==> src/rtl/cc_sched_pkg.sv <==
// cc_sched_pkg: shared types and widths for the CC request scheduler
package cc_sched_pkg;
  typedef enum logic [1:0] {IDLE, CALC, RESP} state_e;
  localparam int OPT_W = 3;
  localparam int OPND_W = 4;
  localparam int NUM_OPND = 5;
  localparam int RES_W = 10;
  localparam int DATA_W = OPND_W * NUM_OPND;
endpackage

==> src/rtl/cc_sched_rr_arbiter.sv <==
// rr_arbiter: combinational round-robin pick, first set req at or after ptr with wrap
module rr_arbiter #(
  parameter int NUM_REQ = 2,
  parameter int ID_W = (NUM_REQ > 1) ? $clog2(NUM_REQ) : 1
) (
  input  logic [NUM_REQ-1:0] req,
  input  logic [ID_W-1:0]    ptr,
  output logic [NUM_REQ-1:0] grant
);
  logic [ID_W-1:0] idx;
  always_comb begin
    grant = '0;
    idx = '0;
    for (int k = NUM_REQ - 1; k >= 0; k--) begin
      idx = ID_W'((int'(ptr) + k) % NUM_REQ);
      if (req[idx]) begin
        grant = '0;
        grant[idx] = 1'b1;
      end
    end
  end
endmodule

==> src/rtl/cc_sched.sv <==
// cc_sched: round-robin front-end that drives a shared CC calculator from registered
// inputs, waits CALC_WAIT cycles, and returns the captured result with its requester id
module cc_sched
  import cc_sched_pkg::*;
#(
  parameter int NUM_REQ = 2,
  parameter int CALC_WAIT = 1,
  parameter int ID_W = (NUM_REQ > 1) ? $clog2(NUM_REQ) : 1
) (
  input  logic                   clk,
  input  logic                   rst_n,
  input  logic [NUM_REQ-1:0]     req_valid,
  output logic [NUM_REQ-1:0]     req_ready,
  input  logic [3*NUM_REQ-1:0]   req_opt,
  input  logic [20*NUM_REQ-1:0]  req_data,
  output logic [2:0]             cc_opt,
  output logic [3:0]             cc_in_n0,
  output logic [3:0]             cc_in_n1,
  output logic [3:0]             cc_in_n2,
  output logic [3:0]             cc_in_n3,
  output logic [3:0]             cc_in_n4,
  input  logic [9:0]             cc_out_n,
  output logic                   res_valid,
  input  logic                   res_ready,
  output logic [ID_W-1:0]        res_id,
  output logic [9:0]             res_data
);
  localparam int CNT_W = $clog2(CALC_WAIT + 1);
  state_e state_q, state_d;
  logic [ID_W-1:0] ptr_q, ptr_d, res_id_q, res_id_d, gid;
  logic [CNT_W-1:0] cnt_q, cnt_d;
  logic res_valid_q, res_valid_d;
  logic [RES_W-1:0] res_data_q, res_data_d;
  logic [OPT_W-1:0] opt_q, opt_d;
  logic [DATA_W-1:0] opnd_q, opnd_d;
  logic [NUM_REQ-1:0] grant;
  logic accept, done;
  rr_arbiter #(.NUM_REQ(NUM_REQ), .ID_W(ID_W)) u_arb (
    .req  (req_valid),
    .ptr  (ptr_q),
    .grant(grant)
  );
  always_ff @(posedge clk)
    if (!rst_n) begin
      state_q     <= IDLE;
      ptr_q       <= '0;
      cnt_q       <= '0;
      res_valid_q <= 1'b0;
      res_id_q    <= '0;
      res_data_q  <= '0;
      opt_q       <= '0;
      opnd_q      <= '0;
    end else begin
      state_q     <= state_d;
      ptr_q       <= ptr_d;
      cnt_q       <= cnt_d;
      res_valid_q <= res_valid_d;
      res_id_q    <= res_id_d;
      res_data_q  <= res_data_d;
      opt_q       <= opt_d;
      opnd_q      <= opnd_d;
    end
  always_comb begin
    done = cnt_q == CNT_W'(CALC_WAIT - 1);
    state_d = (state_q == IDLE && accept)    ? CALC :
              (state_q == CALC && done)      ? RESP :
              (state_q == RESP && res_ready) ? IDLE : state_q;
  end
  // req_ready is gated by rst_n so nothing can look accepted while reset is held
  always_comb begin
    gid = '0;
    for (int i = 0; i < NUM_REQ; i++)
      if (grant[i]) gid = ID_W'(i);
    req_ready   = (state_q == IDLE && rst_n) ? grant : '0;
    accept      = |req_ready;
    ptr_d       = accept ? ((int'(gid) == NUM_REQ - 1) ? '0 : gid + 1'b1) : ptr_q;
    cnt_d       = accept ? '0 : (state_q == CALC) ? cnt_q + 1'b1 : cnt_q;
    opt_d       = accept ? req_opt[int'(gid)*OPT_W +: OPT_W] : opt_q;
    opnd_d      = accept ? req_data[int'(gid)*DATA_W +: DATA_W] : opnd_q;
    res_id_d    = accept ? gid : res_id_q;
    res_valid_d = (state_q == CALC && done) ? 1'b1 :
                  (state_q == RESP && res_ready) ? 1'b0 : res_valid_q;
    res_data_d  = (state_q == CALC && done) ? cc_out_n : res_data_q;
  end
  assign cc_opt    = opt_q;
  assign cc_in_n0  = opnd_q[0*OPND_W +: OPND_W];
  assign cc_in_n1  = opnd_q[1*OPND_W +: OPND_W];
  assign cc_in_n2  = opnd_q[2*OPND_W +: OPND_W];
  assign cc_in_n3  = opnd_q[3*OPND_W +: OPND_W];
  assign cc_in_n4  = opnd_q[4*OPND_W +: OPND_W];
  assign res_valid = res_valid_q;
  assign res_id    = res_id_q;
  assign res_data  = res_data_q;
endmodule

==> config.mk <==
export PLATFORM = sky130hd
export DESIGN_NAME = cc_sched
export DESIGN_NICKNAME = d
export VERILOG_FILES = /design/src/rtl/cc_sched_pkg.sv /design/src/rtl/cc_sched_rr_arbiter.sv /design/src/rtl/cc_sched.sv
export SDC_FILE = /design/constraint.sdc
export NUM_CORES = 1
export LEC_CHECK = 0
export ABC_AREA = 1
export CORE_UTILIZATION = 42
export CTS_CLUSTER_DIAMETER = 40
export DETAILED_ROUTE_END_ITERATION = 8
export GPL_ROUTABILITY_DRIVEN = 0
export PLACE_DENSITY = 0.87
export SETUP_SLACK_MARGIN = 0.3
export SLEW_MARGIN = 20
export SYNTH_ARGS = -nofsm -noshare
export SYNTH_HDL_FRONTEND = slang
export SYNTH_SLANG_ARGS = --single-unit
==> constraint.sdc <==
create_clock -name clk -period 2.3 [get_ports clk]
set_input_delay 0.69 -clock clk [delete_from_list [all_inputs] [get_ports clk]]
set_output_delay 0.69 -clock clk [all_outputs]
set_load 0.05 [all_outputs]
# Word level (Yosys, flattened, before mapping)
# Cells that the tools add are included.
[op_classes]
n_mul = 2
bitwise = 2
addsub = 3
n_mux = 18
n_reduce_logical = 12
order_cmp = 4
n_eq_ne = 2
n_shift = 2
[op_table]
columns = ["operator", "n"]
rows = [
  ["indexed part select 40 x 7 -> 20 bit", 1],
  ["2-to-1 mux 1 bit", 11],
  ["2-to-1 mux 2 bit", 5],
  ["logical AND 1 bit", 6],
  ["indexed part select 6 x 4 -> 3 bit", 1],
  ["< comparator 1 x 2 -> 1 bit (second input constant)", 2],
  ["multiplier 1 x 3 -> 4 bit (second input constant)", 1],
  ["OR reduction 2 bit", 2],
  ["adder 1 bit (second input constant)", 3],
  ["multiplier 1 x 2 -> 3 bit (second input constant)", 1],
  ["nonzero test 3 bit", 1],
  ["OR reduction 3 bit", 1],
  ["demux 1 bit (select 1 bit)", 2],
  ["equality test 2 x 1 -> 1 bit (second input constant)", 1],
  ["equality test 2 bit (second input constant)", 1],
  ["greater-or-equal comparator 1 bit (second input constant)", 2],
  ["logical NOT 2 bit", 1],
  ["inverter 1 bit", 2],
  ["nonzero test 2 bit", 1],
]
[word_totals]
ff_bits = 39
elab_cells = 54

# Depth between registers and ports, before layout
# Gate-level depths: netlist (run 1).
[logic_depth]
depth_word = 11
depth_mapped = 8
ltp_nobuf = 7

# Modules after synthesis
# Synthesis (run 1) repeated with hierarchy kept, for this count alone.
[hier_totals]
cells_unflattened = 249
hier_area_um2 = 1779.2
[by_module_without_submodules]
columns = ["module", "cells_per_inst", "area_per_inst_um2", "instances"]
rows = [
  ["cc_sched", 245, 1751.7, 1],
  ["rr_arbiter", 4, 27.5, 1],
]

# Worst setup path before layout (run 1)
# Ideal clock, no wire load.
[synth_path]
kind = "input -> output"
from = "input req_valid[0]"
to = "output req_ready[1]"
arrival_time_ns = 1.571
slack_ns = 0.039
stages = 6
path_cell_list = "inv_1 -> nand2_2 -> nand2_4 -> nand2_2 -> buf_2 -> inv_1"
[synth_between]
elab_chain_cells = 5
word_cells_on_any_way = 7
[synth_rtl]
columns = ["element", "line_no", "rtl"]
rows = [
  ["from (decl)", "cc_sched.sv:12", "input logic [NUM_REQ-1:0] req_valid,"],
  ["2-to-1 mux 1 bit (implied by the code) (2 in a row)", "cc_sched_rr_arbiter.sv:16", "if (req[idx]) begin"],
  ["2-to-1 mux 2 bit", "cc_sched_rr_arbiter.sv:16", ""],
  ["2-to-1 mux 2 bit *", "cc_sched_rr_arbiter.sv:16", ""],
  ["2-to-1 mux 2 bit *", "cc_sched.sv:74", "req_ready = (state_q == IDLE && rst_n) ? grant : '0;"],
  ["to (decl)", "cc_sched.sv:13", "output logic [NUM_REQ-1:0] req_ready,"],
]
# Mark *: on every way between the ends. The rest lies on a longest branch, timed or not. The select of a mux whose other input is x is not followed.

# Worst setup path after layout (run 1)
[layout_path]
from = "input rst_n"
to = "output req_ready[0]"
[layout_between]
elab_chain_cells = 2
[layout_rtl]
columns = ["element", "line_no", "rtl"]
rows = [
  ["from (decl)", "cc_sched.sv:11", "input logic rst_n,"],
  ["logical AND 1 bit", "cc_sched.sv:74", ""],
  ["2-to-1 mux 2 bit", "cc_sched.sv:74", ""],
]
# Every way passes these cells.

==> results.txt, run 1 <==
Detail Route Antenna Nets - 0
R2R cell count - 9
worst r2r dst - opnd_q[3]
CTS root buf - clkbuf_8
reg2reg start - state_q[1]
Buf/Inv on CP - 3
Fin. Hold Viols - 0
count of different cell masters after synthesis - 19
largest family of logic cells by synthesized area - simple AND/OR/NAND/NOR gates
Hold Path Depth - 2
synthesized-area fraction occupied by adder cells - 0
CP Cell Sequence - buf_8, nand2_4, nor2_4, nand2_2, clkinvlp_4, buf_12
CP max stage delay - 0.14 ns
compound-cell area share of the yosys netlist - 0.0788
Synth Instances - 272
Synth Net Count - 333
Critical Path Start - rst_n
worst-case vdd ir drop - 0.497 mV
Clock Path Buffers - 2
Die X - 68.2 um
ys flop type - dfxtp_1
Via Count - 2,107
wire per inst - 13.2 um
yosys warns - 0
slew margin rel. - 0.652
mux cell area share after synthesis - 0
class of the worst hold path - reg2reg
kind of critical path - in2out
GRT Residual Overflow - 0
number of antenna violations at the first check in global routing - 0
share of cells above drive strength 1 - 0.124
Worst R2R Setup Slack - 0.71 ns
drt total wl - 5670 um
Slowest cell on crit path - nor2_4
met2 Usage GRT - 0.431
CP Capture Point - req_ready[0]
vias per cell - 4.91
Post-Synth Simple-Gate Area - 0.444
die area - 4660 um2
cell count along the critical path - 6
fin crit share - 0.866
most frequent cells after synthesis - nand2_1 (74), nor2_1 (54), dfxtp_1 (39)
Area Overhead vs Synth - 66.7%
register area share after synthesis - 0.424
CP top delay family - buffers and inverters
fin util - 0.747
minimum clock period - 1.99 ns
WP data arrival - 1.30 ns
HPWL after detailed placement - 3790 um
largest net degree at the start of global routing - 30
met3 Use GR - 0.0783
Die Height - 68.2 um
Post-synth EDFFs - 0
Synth async-reset ratio - 0
vias in the first global route - 1,943
clk sink count - 39
port bufs - 97
GRT Resource Usage Total - 0.250
post-synthesis xor/xnor area fraction - 0
core area - 4120 um2
met1 Use GR - 0.300
Cell Pwr Density - 686 nW/um2
Fillers - 336
worst-skew pair later-pin latency - 0.29 ns
Max Freq - 0.502 GHz
CP Launch Type - input pin
H-Tree Depth - 2
outcome - finished clean
CTS tree - done
io pins - 98
Site Rows - 23
Power, Total - 2110 uW
Pins Over Slew Limit - 0
share of the synthesized area in the top cell type - 0.424
setup violation total in the final timing report - 0
number of iterations in the first detailed-routing pass - 4
GR peak layer - met2
NumNets Final - 439
Mean Syn Cell Area - 6.78 um2
cell area after synthesis - 1840 um2
cell with the most instances after synthesis - nand2_1
#FFs+latches synth - 39
MaxCap Viol Count - 0
Initial Util - 0.448
Inserted Clock Buffers - 5
Worst-Margin Slew - 0.524 ns
multi-input logic area - 993 um2
skew final - 0.00758 ns
Hold-fix buffers, CTS - 0
Remaining DRCs - 0
CP Max Fanout - 3
DR iter-0 viols - 77
first-pass GRT wire length - 8770 um
Area contributors post-synth - dfxtp_1 (42%), nand2_1 (15%), nor2_1 (11%)
P_leak - 0.00153 uW
register area - 782 um2
CP endpoint kind - output port
n_diodes - 0
Reg clk slew, reported paths - 0.08 ns
CP required - 1.61 ns
RSZ-0062 raised after global routing - no
most area-hungry cell type in the Yosys netlist - dfxtp_1
## worst min path at each step
stage / slack (ns) / endpoint / startpoint
floorplan: 0.46 / cnt_q / cnt_q
global placement: 0.45 / res_id / res_id
detailed placement: 0.47 / res_valid / res_valid
CTS: 0.48 / res_valid / res_valid
global route: 0.51 / res_id / res_id
finish: 0.47 / res_valid / res_valid
## sequential cells by signal (all words and copies together), names as in the netlist
signal and count:
res_data 10, cc_opt 3, opnd_q 20, cnt_q 1, ptr_q 1, state_q 2
res_valid 1, res_id 1
## cell families (layout without fill, tap and decap cells)
| kind of cell | count (synthesis) | count (layout) |
|---|---|---|
| buffers and inverters | 24 | 131 |
| flip-flops | 39 | 39 |
| AND/OR/NAND/NOR | 183 | 183 |
| AO/OA/AOI/OAI | 26 | 26 |
## cell usage in the layout, fill, tap and decap left out
cell type / n
o21ai_0: 12
nand3_1: 32
o21ai_4: 1
a21oi_1: 12
nor2_4: 1
nand2_1: 73
dfxtp_1: 38
inv_4: 1
buf_8: 2
dfxtp_2: 1
nor3_2: 1
nor2_1: 54
buf_6: 1
buf_12: 3
buf_4: 17
clkbuf_8: 5
clkinv_2: 1
dlygate4sd2_1: 35
a21oi_4: 1
inv_2: 2
nand3b_1: 16
nand2_2: 1
clkinv_1: 1
nand2_4: 5
inv_1: 2
clkinvlp_4: 4
clkdlybuf4s50_1: 57
## through the flow
stage,hold slack [ns],area (um2),std cells,TNS (ns),setup slack (ns)
2_1_floorplan,0.462,1870,272,0,0.249
3_3_place_gp,0.447,2940,414,-0.253,-0.145
3_5_place_dp,0.466,2940,414,-0.345,-0.157
4_1_cts,0.478,3020,428,0,0.260
5_1_grt,0.510,3070,429,0,0.290
6_report,0.474,3070,429,0,0.308
## timing repair
item / in CTS / in global routing
hold endpoints to repair: 0 / 0
gates resized for setup: 47 / 12
setup buffers: 6 / 1
pin swaps: 8 / 4
endpoints found under the setup margin: 43 / 2
## worst reg2reg max path: stages (launching register included)
cell and delay, ns:
dfxtp_2 0.35, inv_2 0.07, nand2_4 0.05, nor2_4 0.14, nand2_2 0.10, buf_4 0.23, nand2_1 0.11, buf_4 0.16
nand2_1 0.08, a21oi_1 0.20
## power by group
group	switching, uW	leakage, uW	internal, uW	total [uW]
Clock	248	0.0000402	211	459
Sequential	40.5	0.000321	758	799
Combinational	535	0.00117	316	851
## cell type report
type	instances	share of cell area
Timing Repair Buffer	115	0.360
Multi-Input combinational cell	209	0.323
Sequential cell	39	0.254
Clock buffer	5	0.0224
Tap cell	50	0.0204
Inverter	8	0.0130
Clock inverter	3	0.00651
## per-layer routing
layer | vias up | share of wire
met2 | 72 | 0.50
met3 | 8 | 0.073
met1 | 945 | 0.42
met4 | 0 | 0.012
li1 | 1082 | -
met5 | - | 0
(Power assumes the default switching activity.)
==> inputs of run 2 (changes only) <==
Settings changed: CORE_UTILIZATION 42 to 43, CTS_BUF_LIST set to sky130_fd_sc_hd__clkbuf_8, PLACE_DENSITY 0.87 to 0.9, SYNTH_HIERARCHICAL set to 1.
==> results.txt, run 2 <==
outcome - finished clean
CP Launch Type - input pin
core area - 4000 um2
Cell Int Power - 1350 uW
Worst R2R Setup Slack - 0.54 ns
count of different cell masters after synthesis - 21
Cell Pwr Density - 699 nW/um2
Clock Path Buffers - 2
Worst-Margin Slew - 0.530 ns
Critical Path Start - req_valid[0]
class of the worst hold path - reg2reg
port bufs - 97
Initial Util - 0.445
fin crit share - 0.872
CP endpoint kind - output port
minimum clock period - 2.01 ns
worst-case vdd ir drop - 0.588 mV
#FFs+latches synth - 39
vias per cell - 4.83
R2R cell count - 7
Hold Path Depth - 2
skew final - 0.00457 ns
Site Rows - 23
worst-skew pair later-pin latency - 0.29 ns
Reg clk slew, reported paths - 0.07 ns
GRT Resource Usage Total - 0.234
number of iterations in the first detailed-routing pass - 4
Pins Over Slew Limit - 0
CP required - 1.61 ns
number of antenna violations at the first check in global routing - 0
Fin. Hold Viols - 0
Synth Instances - 249
GRT Residual Overflow - 0
Seq pwr share - 0.382
wire per inst - 12.1 um
Via Count - 1,932
CTS root buf - clkbuf_8
H-Tree Depth - 2
Sw Share - 0.342
drt total wl - 4850 um
P_leak - 0.00137 uW
Die Height - 66.3 um
Mean Syn Cell Area - 7.15 um2
n_diodes - 0
Hold-fix buffers, CTS - 0
CP Capture Point - req_ready[0]
vias in the first global route - 1,714
CTS tree - done
Inserted Clock Buffers - 5
Final WS setup - 0.295 ns
share of the synthesized area in the top cell type - 0.439
HPWL after detailed placement - 3420 um
Synth Net Count - 310
clk sink count - 39
commonest non-fill, non-tap cell in the layout - clkdlybuf4s50_1
Fillers - 327
WP data arrival - 1.32 ns
worst r2r dst - opnd_q[3]
fin util - 0.735
MaxCap Viol Count - 0
total negative slack - 0 ns
NumNets Final - 410
register area share after synthesis - 0.439
io pins - 98
Net Sw Power - 704 uW
Die X - 66.3 um
Gate power share - 0.334
cell with the most instances after synthesis - nand2_1
reg2reg start - ptr_q
share of cells above drive strength 1 - 0.111
Area contributors post-synth - dfxtp_1 (44%), o21ai_0 (9.8%), a21oi_1 (8.7%)
WHS - 0.462 ns
RSZ-0062 raised after global routing - yes
Area after DPL - 2820 um2
first-pass GRT wire length - 7760 um
final instance area - 2940 um2
most frequent cells after synthesis - nand2_1 (40), dfxtp_1 (39), o21ai_0 (35)
Placement Setup Slack - -0.215 ns
most area-hungry cell type in the Yosys netlist - dfxtp_1
Post-synth EDFFs - 0
Detail Route Antenna Nets - 0
die area - 4400 um2
yosys warns - 6
CP Max Fanout - 2
Synth async-reset ratio - 0
largest register by flop count - opnd_q
cell area after synthesis - 1780 um2
Largest register FFs - 20
Area Overhead vs Synth - 65.3%
DR iter-0 viols - 123
ys flop type - dfxtp_1
kind of critical path - in2out
Remaining DRCs - 0
commonest non-fill, non-tap cells in the layout - clkdlybuf4s50_1 (57), nand2_1 (40), dfxtp_1 (38), o21ai_0 (35), dlygate4sd2_1 (35)
setup violation total in the final timing report - 0
slew margin rel. - 0.648
Max Freq - 0.499 GHz
Clock Power Share - 0.284
largest net degree at the start of global routing - 48
[run 2: cell types whose count changed in the layout (fill, tap and decap cells not counted), sizes merged, moves of 2 or more]
cell	previous run	this run
buf	23	16
nor2	55	28
nand2	79	41
a21oi	13	34
nand3b	16	0
clkinvlp	4	2
o21ai	13	36
inv	5	30
nand3	32	20
[run 2: critical path, cell delays in order]
cell and delay (ns):
buf_8 0.08, a21boi_4 0.18, nand3_2 0.12, clkinvlp_4 0.12, buf_12 0.13
[run 2: layout make-up]
class | count | area, um2 | share of cell area
clock buffer | 6 | 82.6 | 0.0281
clock inverter | 2 | 35.0 | 0.0119
inverter | 32 | 130 | 0.0443
multi-input combinational | 162 | 787 | 0.268
sequential | 39 | 782 | 0.266
tap | 50 | 62.6 | 0.0213
timing repair buffer | 109 | 1060 | 0.361
[run 2: power by group through the flow]
stage / clock network, uW / logic, uW / registers (uW)
after floorplan: 0 / 212 / 1020
after global placement: 0 / 712 / 797
after detailed placement: 0 / 723 / 798
after CTS: 596 / 687 / 783
after global routing: 630 / 736 / 793
final: 584 / 687 / 784
[run 2: worst min-delay path by stage]
| stage | startpoint | endpoint |
|---|---|---|
| 2_1_floorplan | cnt_q | cnt_q |
| 3_3_place_gp | res_id | res_id |
| 3_5_place_dp | res_id | res_id |
| 4_1_cts | res_id | res_id |
| 5_1_grt | res_id | res_id |
| 6_report | res_id | res_id |
[run 2: repair_timing]
item,4_1_cts,5_1_grt
pin swaps,2,2
gates resized for setup,51,5
setup endpoints to repair,62,2
gates cloned,0,0
buffers inserted,3,0
[run 2: cell families after synthesis]
| logic type | Yosys count | synth area share |
|---|---|---|
| compound gates | 72 | 0.214 |
| buf+inv | 48 | 0.131 |
| simple gates | 90 | 0.216 |
| flops | 39 | 0.439 |
[run 2: layer usage]
| layer | share of wire | global-route usage |
|---|---|---|
| met5 | 0 | 0 |
| met1 | 0.42 | 0.259 |
| met4 | 0.0091 | 0.0771 |
| met2 | 0.53 | 0.436 |
| met3 | 0.046 | 0.0483 |
[run 2: per-stage QoR]
stage          cells  power (uW)
3_5_place_dp     389        1520
4_1_cts          400        2070
5_1_grt          400        2160
3_3_place_gp     389        1510
6_report         400        2060
2_1_floorplan    249        1230
